[src/rtl/operand_fetch_stage.sv]
// rtl/operand_fetch_stage.sv - operand fetch: RF read, EX/WB forwarding, long-op scoreboard, registered issue
module operand_fetch_stage #(
  parameter int DLEN = 32,
  parameter int ALEN = 5,
  parameter int PLEN = 32
) (
  input  logic            clk,
  input  logic            rst_n,
  input  logic            i_flush,
  input  logic            i_dec_valid,
  output logic            o_dec_ready,
  input  logic [ALEN-1:0] i_dec_rs1,
  input  logic [ALEN-1:0] i_dec_rs2,
  input  logic [ALEN-1:0] i_dec_rd,
  input  logic            i_dec_use_rs1,
  input  logic            i_dec_use_rs2,
  input  logic            i_dec_rd_wen,
  input  logic            i_dec_long,
  input  logic [PLEN-1:0] i_dec_payload,
  output logic [ALEN-1:0] o_rf_raddr_a,
  output logic [ALEN-1:0] o_rf_raddr_b,
  input  logic [DLEN-1:0] i_rf_rdata_a,
  input  logic [DLEN-1:0] i_rf_rdata_b,
  input  logic            i_ex_fwd_valid,
  input  logic [ALEN-1:0] i_ex_fwd_addr,
  input  logic [DLEN-1:0] i_ex_fwd_data,
  input  logic            i_wb_wen,
  input  logic [ALEN-1:0] i_wb_waddr,
  input  logic [DLEN-1:0] i_wb_wdata,
  input  logic            i_wb_long_done,
  output logic            o_iss_valid,
  input  logic            i_iss_ready,
  output logic [DLEN-1:0] o_iss_rs1_data,
  output logic [DLEN-1:0] o_iss_rs2_data,
  output logic [ALEN-1:0] o_iss_rd,
  output logic            o_iss_rd_wen,
  output logic            o_iss_long,
  output logic [PLEN-1:0] o_iss_payload
);
  localparam int NREG = 1 << ALEN;

  logic            iss_valid_q, iss_valid_d;
  logic [DLEN-1:0] rs1_data_q, rs1_data_d;
  logic [DLEN-1:0] rs2_data_q, rs2_data_d;
  logic [ALEN-1:0] rd_q, rd_d;
  logic            rd_wen_q, rd_wen_d;
  logic            long_q, long_d;
  logic [PLEN-1:0] payload_q, payload_d;
  logic [NREG-1:0] sb_q, sb_d;

  logic [NREG-1:0] clr_vec;
  logic [NREG-1:0] sb_live;
  logic            haz_rs1, haz_rs2, haz_waw;
  logic            dec_ready, accept, iss_xfer;
  logic [DLEN-1:0] op_a, op_b;

  function automatic logic [DLEN-1:0] resolve(
    input logic [ALEN-1:0] addr,
    input logic [DLEN-1:0] rf_data,
    input logic            ex_v,
    input logic [ALEN-1:0] ex_a,
    input logic [DLEN-1:0] ex_d,
    input logic            wb_v,
    input logic [ALEN-1:0] wb_a,
    input logic [DLEN-1:0] wb_d
  );
    logic [DLEN-1:0] r;
    if (addr == '0)                  r = '0;
    else if (ex_v && ex_a == addr)   r = ex_d;
    else if (wb_v && wb_a == addr)   r = wb_d;
    else                             r = rf_data;
    return r;
  endfunction

  // A long op retiring on the WB port this cycle no longer blocks anyone.
  always_comb begin
    clr_vec = '0;
    if (i_wb_wen && i_wb_long_done) clr_vec = {{(NREG-1){1'b0}}, 1'b1} << i_wb_waddr;
    sb_live = sb_q & ~clr_vec;
  end

  always_comb begin
    haz_rs1 = i_dec_use_rs1 && (i_dec_rs1 != '0) &&
              (sb_live[i_dec_rs1] || (iss_valid_q && rd_wen_q && rd_q == i_dec_rs1));
    haz_rs2 = i_dec_use_rs2 && (i_dec_rs2 != '0) &&
              (sb_live[i_dec_rs2] || (iss_valid_q && rd_wen_q && rd_q == i_dec_rs2));
    haz_waw = i_dec_rd_wen && (i_dec_rd != '0) && sb_live[i_dec_rd];
    dec_ready = !(haz_rs1 || haz_rs2 || haz_waw) && !i_flush && (!iss_valid_q || i_iss_ready);
    accept    = i_dec_valid && dec_ready;
    iss_xfer  = iss_valid_q && i_iss_ready;
    op_a = resolve(i_dec_rs1, i_rf_rdata_a, i_ex_fwd_valid, i_ex_fwd_addr, i_ex_fwd_data,
                   i_wb_wen, i_wb_waddr, i_wb_wdata);
    op_b = resolve(i_dec_rs2, i_rf_rdata_b, i_ex_fwd_valid, i_ex_fwd_addr, i_ex_fwd_data,
                   i_wb_wen, i_wb_waddr, i_wb_wdata);
  end

  always_comb begin
    iss_valid_d = iss_valid_q;
    rs1_data_d  = rs1_data_q;
    rs2_data_d  = rs2_data_q;
    rd_d        = rd_q;
    rd_wen_d    = rd_wen_q;
    long_d      = long_q;
    payload_d   = payload_q;
    if (i_flush) begin
      iss_valid_d = 1'b0;
    end else if (accept) begin
      iss_valid_d = 1'b1;
      rs1_data_d  = op_a;
      rs2_data_d  = op_b;
      rd_d        = i_dec_rd;
      rd_wen_d    = i_dec_rd_wen;
      long_d      = i_dec_long;
      payload_d   = i_dec_payload;
    end else if (i_iss_ready) begin
      iss_valid_d = 1'b0;
    end
  end

  // Set is applied after clear so a new producer to the same register wins.
  always_comb begin
    sb_d = sb_live;
    if (iss_xfer && long_q && rd_wen_q && rd_q != '0) sb_d[rd_q] = 1'b1;
    sb_d[0] = 1'b0;
  end

  always_ff @(posedge clk or negedge rst_n) begin
    if (!rst_n) begin
      iss_valid_q <= 1'b0;
      rs1_data_q  <= '0;
      rs2_data_q  <= '0;
      rd_q        <= '0;
      rd_wen_q    <= 1'b0;
      long_q      <= 1'b0;
      payload_q   <= '0;
      sb_q        <= '0;
    end else begin
      iss_valid_q <= iss_valid_d;
      rs1_data_q  <= rs1_data_d;
      rs2_data_q  <= rs2_data_d;
      rd_q        <= rd_d;
      rd_wen_q    <= rd_wen_d;
      long_q      <= long_d;
      payload_q   <= payload_d;
      sb_q        <= sb_d;
    end
  end

  assign o_dec_ready    = dec_ready;
  assign o_rf_raddr_a   = i_dec_rs1;
  assign o_rf_raddr_b   = i_dec_rs2;
  assign o_iss_valid    = iss_valid_q;
  assign o_iss_rs1_data = rs1_data_q;
  assign o_iss_rs2_data = rs2_data_q;
  assign o_iss_rd       = rd_q;
  assign o_iss_rd_wen   = rd_wen_q;
  assign o_iss_long     = long_q;
  assign o_iss_payload  = payload_q;

endmodule

[config.mk]
export PLATFORM = sky130hd
export DESIGN_NAME = operand_fetch_stage
export DESIGN_NICKNAME = d
export VERILOG_FILES = /design/src/rtl/operand_fetch_stage.sv
export SDC_FILE = /design/constraint.sdc
export NUM_CORES = 1
export LEC_CHECK = 0
export CORE_MARGIN = 8
export CORE_UTILIZATION = 40
export CTS_CLUSTER_SIZE = 28
export DETAILED_ROUTE_END_ITERATION = 7
export PLACE_DENSITY = 0.71
export SYNTH_ARGS = -nofsm -noshare
export SYNTH_HDL_FRONTEND = slang
export SYNTH_SLANG_ARGS = --single-unit
[constraint.sdc]
create_clock -name clk -period 5.61 [get_ports clk]
set_input_delay 1.122 -clock clk [delete_from_list [all_inputs] [get_ports clk]]
set_output_delay 1.122 -clock clk [all_outputs]
set_load 0.02 [all_outputs]
==> results of run 1 <==
kinds of logic after synthesis:
| kind of cell | count (synthesis) | synth area share |
|---|---|---|
| buffers and inverters | 80 | 0.0529 |
| DFF | 135 | 0.397 |
| and+or+nand+nor | 188 | 0.114 |
| muxes | 181 | 0.260 |
| xor gates and xnor gates | 30 | 0.0309 |
| AOI/OAI and AO/OA | 183 | 0.146 |
sequential cells by signal (all words and copies together), names as in the netlist:
| register | cells |
|---|---|
| o_iss_payload | 32 |
| o_iss_rs1_data | 32 |
| o_iss_rs2_data | 32 |
| sb_q | 31 |
| o_iss_rd | 5 |
| o_iss_long | 1 |
| o_iss_rd_wen | 1 |
| o_iss_valid | 1 |
repair_timing:
| action | CTS | global route |
|---|---|---|
| endpoints found under the setup margin | 1 | 1 |
| resized for setup | 1 | 1 |
| pin swaps | 0 | 0 |
| buffers inserted | 0 | 0 |
placed cells by master, fill, tap and decap left out, drive strengths merged, types with 4 or more instances in the layout:
cell / instances
nand2: 21
clkdlybuf4s50: 310
nand3: 13
dfrtp: 135
nand2b: 7
mux2: 104
nor3: 4
clkbuf: 17
mux2i: 73
xor2: 17
o21ai: 68
buf: 45
a21oi: 7
nand4: 6
nor2: 89
or3b: 5
clkinv: 7
nor4: 11
xnor2: 13
nand3b: 9
o22ai: 5
inv: 14
nor2b: 5
mux4: 4
nor3b: 4
o211ai: 6
a211oi: 67
cell usage after synthesis, types with 6 or more instances:
library cell,number
nand2b_1,7
o21ai_2,6
dfrtp_1,135
a211oi_1,67
a21oi_1,6
o211ai_1,6
nand3b_1,8
nand2_1,21
mux2_4,59
nor4_1,10
buf_4,14
nor2_1,89
buf_8,6
xnor2_1,13
clkbuf_1,38
xor2_1,17
o21ai_0,42
o21ai_1,20
buf_2,12
mux2_2,45
nand3_1,13
mux2i_1,73
power groups by stage:
| stage | logic, mW | clock network, mW | registers, mW |
|---|---|---|---|
| floorplan | 0.587 | 0 | 1.65 |
| global placement | 1.66 | 0 | 1.41 |
| detailed placement | 1.67 | 0 | 1.41 |
| CTS | 1.68 | 1.18 | 1.41 |
| global route | 1.75 | 1.22 | 1.44 |
| finish | 1.67 | 1.15 | 1.41 |
worst reg2reg max path: stages, from the launching register on:
cell and delay, ps:
dfrtp_1 710, xnor2_1 180, nand3_1 110, nor3_1 510
nor2_1 80, nor3b_1 300, a41o_1 290, nand4bb_4 220
buf_12 330, mux2_2 440
worst paths after layout:
check / startpoint / endpoint / slack [ps] / cells past startpoint
max in group asynchronous: rst_n / o_iss_rs2_data[28] / 3670 / 2
worst min-delay path: o_iss_payload[23] / o_iss_payload[23] / 510 / 1
worst max-delay path: i_wb_waddr[2] / o_dec_ready / 120 / 9
worst min register to register: o_iss_payload[23] / o_iss_payload[23] / 510 / 1
worst max register to register: o_iss_rd[2] / o_iss_payload[2] / 2340 / 9
min in group asynchronous: rst_n / o_iss_rs2_data[4] / 760 / 1
metrics by stage:
| stage | utilization | TNS, ps |
|---|---|---|
| finish | 0.601 | 0 |
| floorplan | - | 0 |
| global route | 0.601 | -5.47 |
| CTS | 0.600 | 0 |
| detailed placement | 0.571 | -24.6 |
| global placement | 0.571 | -4.51 |
routing by layer:
| layer | GRT usage | share of wire | up-vias | wire [um] |
|---|---|---|---|---|
| met1 | 0.287 | 0.41 | 3725 | 12800 |
| met2 | 0.380 | 0.47 | 375 | 14800 |
| met3 | 0.0795 | 0.092 | 64 | 2900 |
| met4 | 0.0888 | 0.030 | 0 | 941 |
| li1 | - | - | 3543 | - |
| met5 | 0 | 0 | - | 0 |
cell type report:
class | count | share of cell area
sequential | 135 | 0.268
inverter | 6 | 0.00179
multi-input combinational | 582 | 0.377
clock inverter | 15 | 0.0154
timing repair buffer | 355 | 0.277
tap | 275 | 0.0273
clock buffer | 17 | 0.0338
==> flow_metrics.tcl, run 1 <==
set metrics [dict create \
    die_h_um 162 \
    first_pass_iters 5 \
    grt_max_degree 96 \
    final-seq-area_mm2 0.00338 \
    cp.required_ps 4490 \
    n_antenna_cell 0 \
    portBuffers 311 \
    min_period_over_period 0.979 \
    end_kind "primary output" \
    swShare 0.352 \
    holdBufCountCts 0 \
    finClkSkew_ps 13.8 \
    synth_nets 994 \
    yosys_warnings 0 \
    cts_tree "built" \
    peakVddDrop_mv 0.226 \
    postRouteAntennaNets 0 \
    seqPwrFrac 0.333 \
    p_clk_frac 0.273 \
    first_iter_violations 480 \
    area_growth_pct 47.8 \
    combPwrFrac 0.394 \
    grt_remaining_overflow 0 \
    cts_buffer_depth 2 \
    place.gp.congestion 0.955 \
    die_area_mm2 0.0262 \
    worstSetupStartpointType "input pin" \
    drv_slew 0 \
    drc 0 \
    syn_area_mm2 0.00851 \
    cp_max_fo 11 \
    coreArea_mm2 0.0210 \
    fin_area_mm2 0.0126 \
    worst_slack_ps 117 \
    htreeDepth 4 \
    finalSetupViolCount 0 \
    max_clock_freq_ghz 0.182 \
    rows 53 \
    crit_slowest_cell "clkdlybuf4s50_1" \
    finalPower_mw 4.23 \
    power_density_mw_per_mm2 336 \
    p_leak_nw 5.07 \
    grt_util_all_layers 0.236 \
    syn-mean-instance-area_um2 10.7 \
    start_util 0.406 \
    fin_cells 1385 \
    wl_per_cell_um 22.7 \
    vias 7707 \
    min_period_ps 5490 \
    synth_enable_flop_cells 0 \
    dp_hpwl_mm 23.7 \
    crit_arrival_ps 4370 \
    antenna_found_initial 0 \
    yosysSeqAreaShare 0.397 \
    clockRootBuffer "clkbuf_16" \
    synth_top_area_frac 0.397 \
    internal-power_mw 2.74 \
    die_w_um 162 \
    cts.sinks 135 \
    drv_cap 0 \
    via_per_inst 5.56 \
    multi_input_area_mm2 0.00474 \
    pre_cts_slack_ps -24.6 \
    critPathKind "input pin to primary output" \
    numPlacedInstances 1353 \
    hold_ws_ps 506 \
    nets 1294 \
    cp_slowest_stage_delay_ps 660 \
    grt_pass1_wl_mm 48.0 \
    worst_pin_slew_ps 914 \
    async_reset_ff_frac 1.00 \
    hold_viol 0 \
    timing.critical_path.mode_cell "clkdlybuf4s50_1" \
    cp_num_buf_inv 2 \
    ios 312 \
    synth_area_leaders "dfrtp_1, mux2_4, mux2i_1" \
    holdCritPathClass "flop to flop" \
    dpl_cell_area_mm2 0.0120 \
    p_sw_mw 1.49 \
    slew_headroom 0.391 \
    ys_seq_elements 135 \
    synth_ff_type "dfrtp_1" \
    ys_types 69 \
    synthCells 797 \
    cts.clk_slew.worst_paths_ps 70 \
    clk-insertion-delay-late_ps 430 \
    synth_largest_area_cell "dfrtp_1" \
    routed_wl_mm 31.4 \
    status "finished, final reports clean" \
    crit_chain "clkdlybuf4s50_1 -> or3b_4 -> o21ai_2 -> o22ai_1 -> o311a_1 -> o31a_1 -> a21oi_2 -> nor4b_2 -> clkdlybuf4s50_1" \
    critPathTopFamily "buffers and inverters" \
    fillerInstances 1831 \
    numCtsBuffers 17 \
    grt_pass1_vias 8022 \
    final_layout_size_suffix_gt1_frac 0.190 \
]
Note: power is estimated with default switching activity, not from simulation.
==> inputs of run 2 (changes only) <==
- CTS_CLUSTER_DIAMETER: not set -> 40
==> results of run 2 <==
The final DEF is identical to that of run 1; final timing and power are the same.
==> inputs of run 3 (changes only) <==
- CORE_MARGIN: 8 -> not set
- PLACE_DENSITY: 0.71 -> 0.74
- clock period: 5.61 -> 4.75 ns (I/O delays scaled with it)
==> run 3 against run 2 <==
Effect of this change: combinational power increased by 23%; first-iteration DRC count down 7.1%; global-route usage is 5.9 points higher; clock power increased by 17%; routed wire length up 2.6%; cell count grew 4.8%; via count is 4.2% higher; critical path depth up 1; die area decreased by 17%; sequential cell count stayed put.
==> flow_metrics.tcl, run 3 (synthesis gave the netlist of run 1 again) <==
set metrics [dict create \
    die_w_um 148 \
    rrSetupSlack_ps 1690 \
    critPathTopFamily "compound AO/OA/AOI/OAI gates" \
    drv_slew 0 \
    cp.required_ps 3800 \
    postRouteAntennaNets 0 \
    end_kind "primary output" \
    start_util 0.406 \
    worstSetupStartpointType "input pin" \
    min_period_ps 4620 \
    ios 312 \
    holdBufCountCts 0 \
    crit_arrival_ps 3670 \
    grt_max_degree 78 \
    hold_viol 0 \
    final-seq-area_mm2 0.00338 \
    finClkSkew_ps 17.6 \
    finalSetupViolCount 0 \
    grt_pass1_wl_mm 48.2 \
    htreeDepth 4 \
    numCtsBuffers 17 \
    min_to "o_iss_payload[30]" \
    portBuffers 311 \
    grt_pass1_vias 8138 \
    min_period_over_period 0.973 \
    final_layout_size_suffix_gt1_frac 0.236 \
    drc 0 \
    crit_slowest_cell "clkdlybuf4s50_1" \
    multi_input_area_mm2 0.00473 \
    final_cell_mix "clkdlybuf4s50_1, dfrtp_1, buf_4" \
    via_per_inst 5.53 \
    grt_util_all_layers 0.295 \
    mostFrequentLayoutCell "clkdlybuf4s50_1" \
    cp_num_buf_inv 3 \
    reg2regPathDepth 9 \
    drv_cap 0 \
    dp_hpwl_mm 24.0 \
    clockRootBuffer "clkbuf_16" \
    slew_headroom 0.483 \
    routed_wl_mm 32.2 \
    cts_tree "built" \
    fin_area_mm2 0.0131 \
    grt_remaining_overflow 0 \
    vias 8029 \
    worst_pin_slew_ps 775 \
    hold_ws_ps 505 \
    critPathKind "input pin to primary output" \
    rsz0062_at_grt "no" \
    hold_depth 1 \
    cp_max_fo 7 \
    power_density_mw_per_mm2 386 \
    cp_slowest_stage_delay_ps 520 \
    die_h_um 148 \
    n_antenna_cell 0 \
    max_clock_freq_ghz 0.216 \
    holdCritPathClass "flop to flop" \
    p_leak_nw 5.39 \
    cts.clk_slew.worst_paths_ps 60 \
    crit_chain "clkdlybuf4s50_1 -> buf_4 -> or3b_4 -> o21ai_2 -> mux2i_1 -> a211oi_1 -> o32ai_1 -> a41o_1 -> nor4b_1 -> clkbuf_2" \
    nets 1361 \
    rows 53 \
    worst_r2r_endpoint "o_iss_rs2_data[10]" \
    area_growth_pct 53.8 \
    status "finished, final reports clean" \
    final_util 0.625 \
    fillerInstances 1728 \
    antenna_found_initial 0 \
    cts_buffer_depth 2 \
    die_area_mm2 0.0219 \
    dpl_cell_area_mm2 0.0125 \
    cts.sinks 135 \
    first_iter_violations 446 \
    r2r_start "o_iss_rd[3]" \
    clk-insertion-delay-late_ps 430 \
    first_pass_iters 5 \
    peakVddDrop_mv 0.250 \
    wl_per_cell_um 22.2 \
    min_from "o_iss_payload[30]" \
    coreArea_mm2 0.0210 \
    place.gp.congestion 0.955 \
]
## run 3: changes by cell type in the layout (fill, tap and decap cells not counted), moves of 2 or more
cell and change:
clkdlybuf4s50_1 -2, buf_4 +63, clkinv_2 +2, clkinv_8 -5
inv_6 +3, buf_12 +4
## run 3: final cells by class
class                           count  share of cell area
Clock buffer                       17              0.0325
Clock inverter                     15              0.0121
Inverter                            6             0.00172
Multi-Input combinational cell    582               0.361
Sequential cell                   135               0.258
Tap cell                          275              0.0263
Timing Repair Buffer              422               0.308
## run 3: worst register-to-register path, cell delays in order, from the launching register on
cell	delay, ps
dfrtp_1	800
xor2_1	220
nor3_1	80
buf_4	150
nor4_1	260
nor2_1	60
a41o_1	280
nand4bb_4	430
buf_12	320
mux2_4	340
## run 3: per-layer routing
metal / up-vias / GRT usage / part of all wire
met1: 3907 / 0.391 / 0.43
met5: - / 0 / 0
met3: 42 / 0.0747 / 0.081
li1: 3680 / - / -
met2: 400 / 0.471 / 0.47
met4: 0 / 0.0928 / 0.023
## run 3: power by group
| group | leakage, nW | switching (mW) | internal, mW |
|---|---|---|---|
| Sequential | 1.66 | 0.206 | 1.45 |
| Clock | 0.288 | 0.598 | 0.745 |
| Combinational | 3.44 | 0.934 | 1.12 |
| Total | 5.39 | 1.74 | 3.32 |
## run 3: how the worst max path moves through the flow
stage | startpoint | end | slack [ps] | cells after the start
detailed placement | i_wb_waddr[0] | o_dec_ready | -310 | 10
global route | i_wb_waddr[0] | o_dec_ready | 3 | 10
global placement | i_wb_waddr[0] | o_dec_ready | -310 | 11
CTS | i_wb_waddr[0] | o_dec_ready | 10 | 10
floorplan | i_wb_waddr[1] | o_dec_ready | 710 | 8
finish | i_wb_waddr[0] | o_dec_ready | 130 | 10
## run 3: timing repair
action / 4_1_cts / 5_1_grt
resized for setup: 3 / 3
gates cloned: 0 / 0
buffers inserted: 0 / 1
setup endpoints to repair: 1 / 1
## run 3: metrics by stage
step                      TNS [ps]  total power, mW  std cells  worst slack, ps
after floorplan                  0             2.64        797              712
after global placement        -311             3.69       1419             -311
after detailed placement      -308             3.71       1419             -308
after CTS                        0             5.08       1451             12.7
after global routing             0             5.26       1452             2.66
final                            0             5.06       1452              128
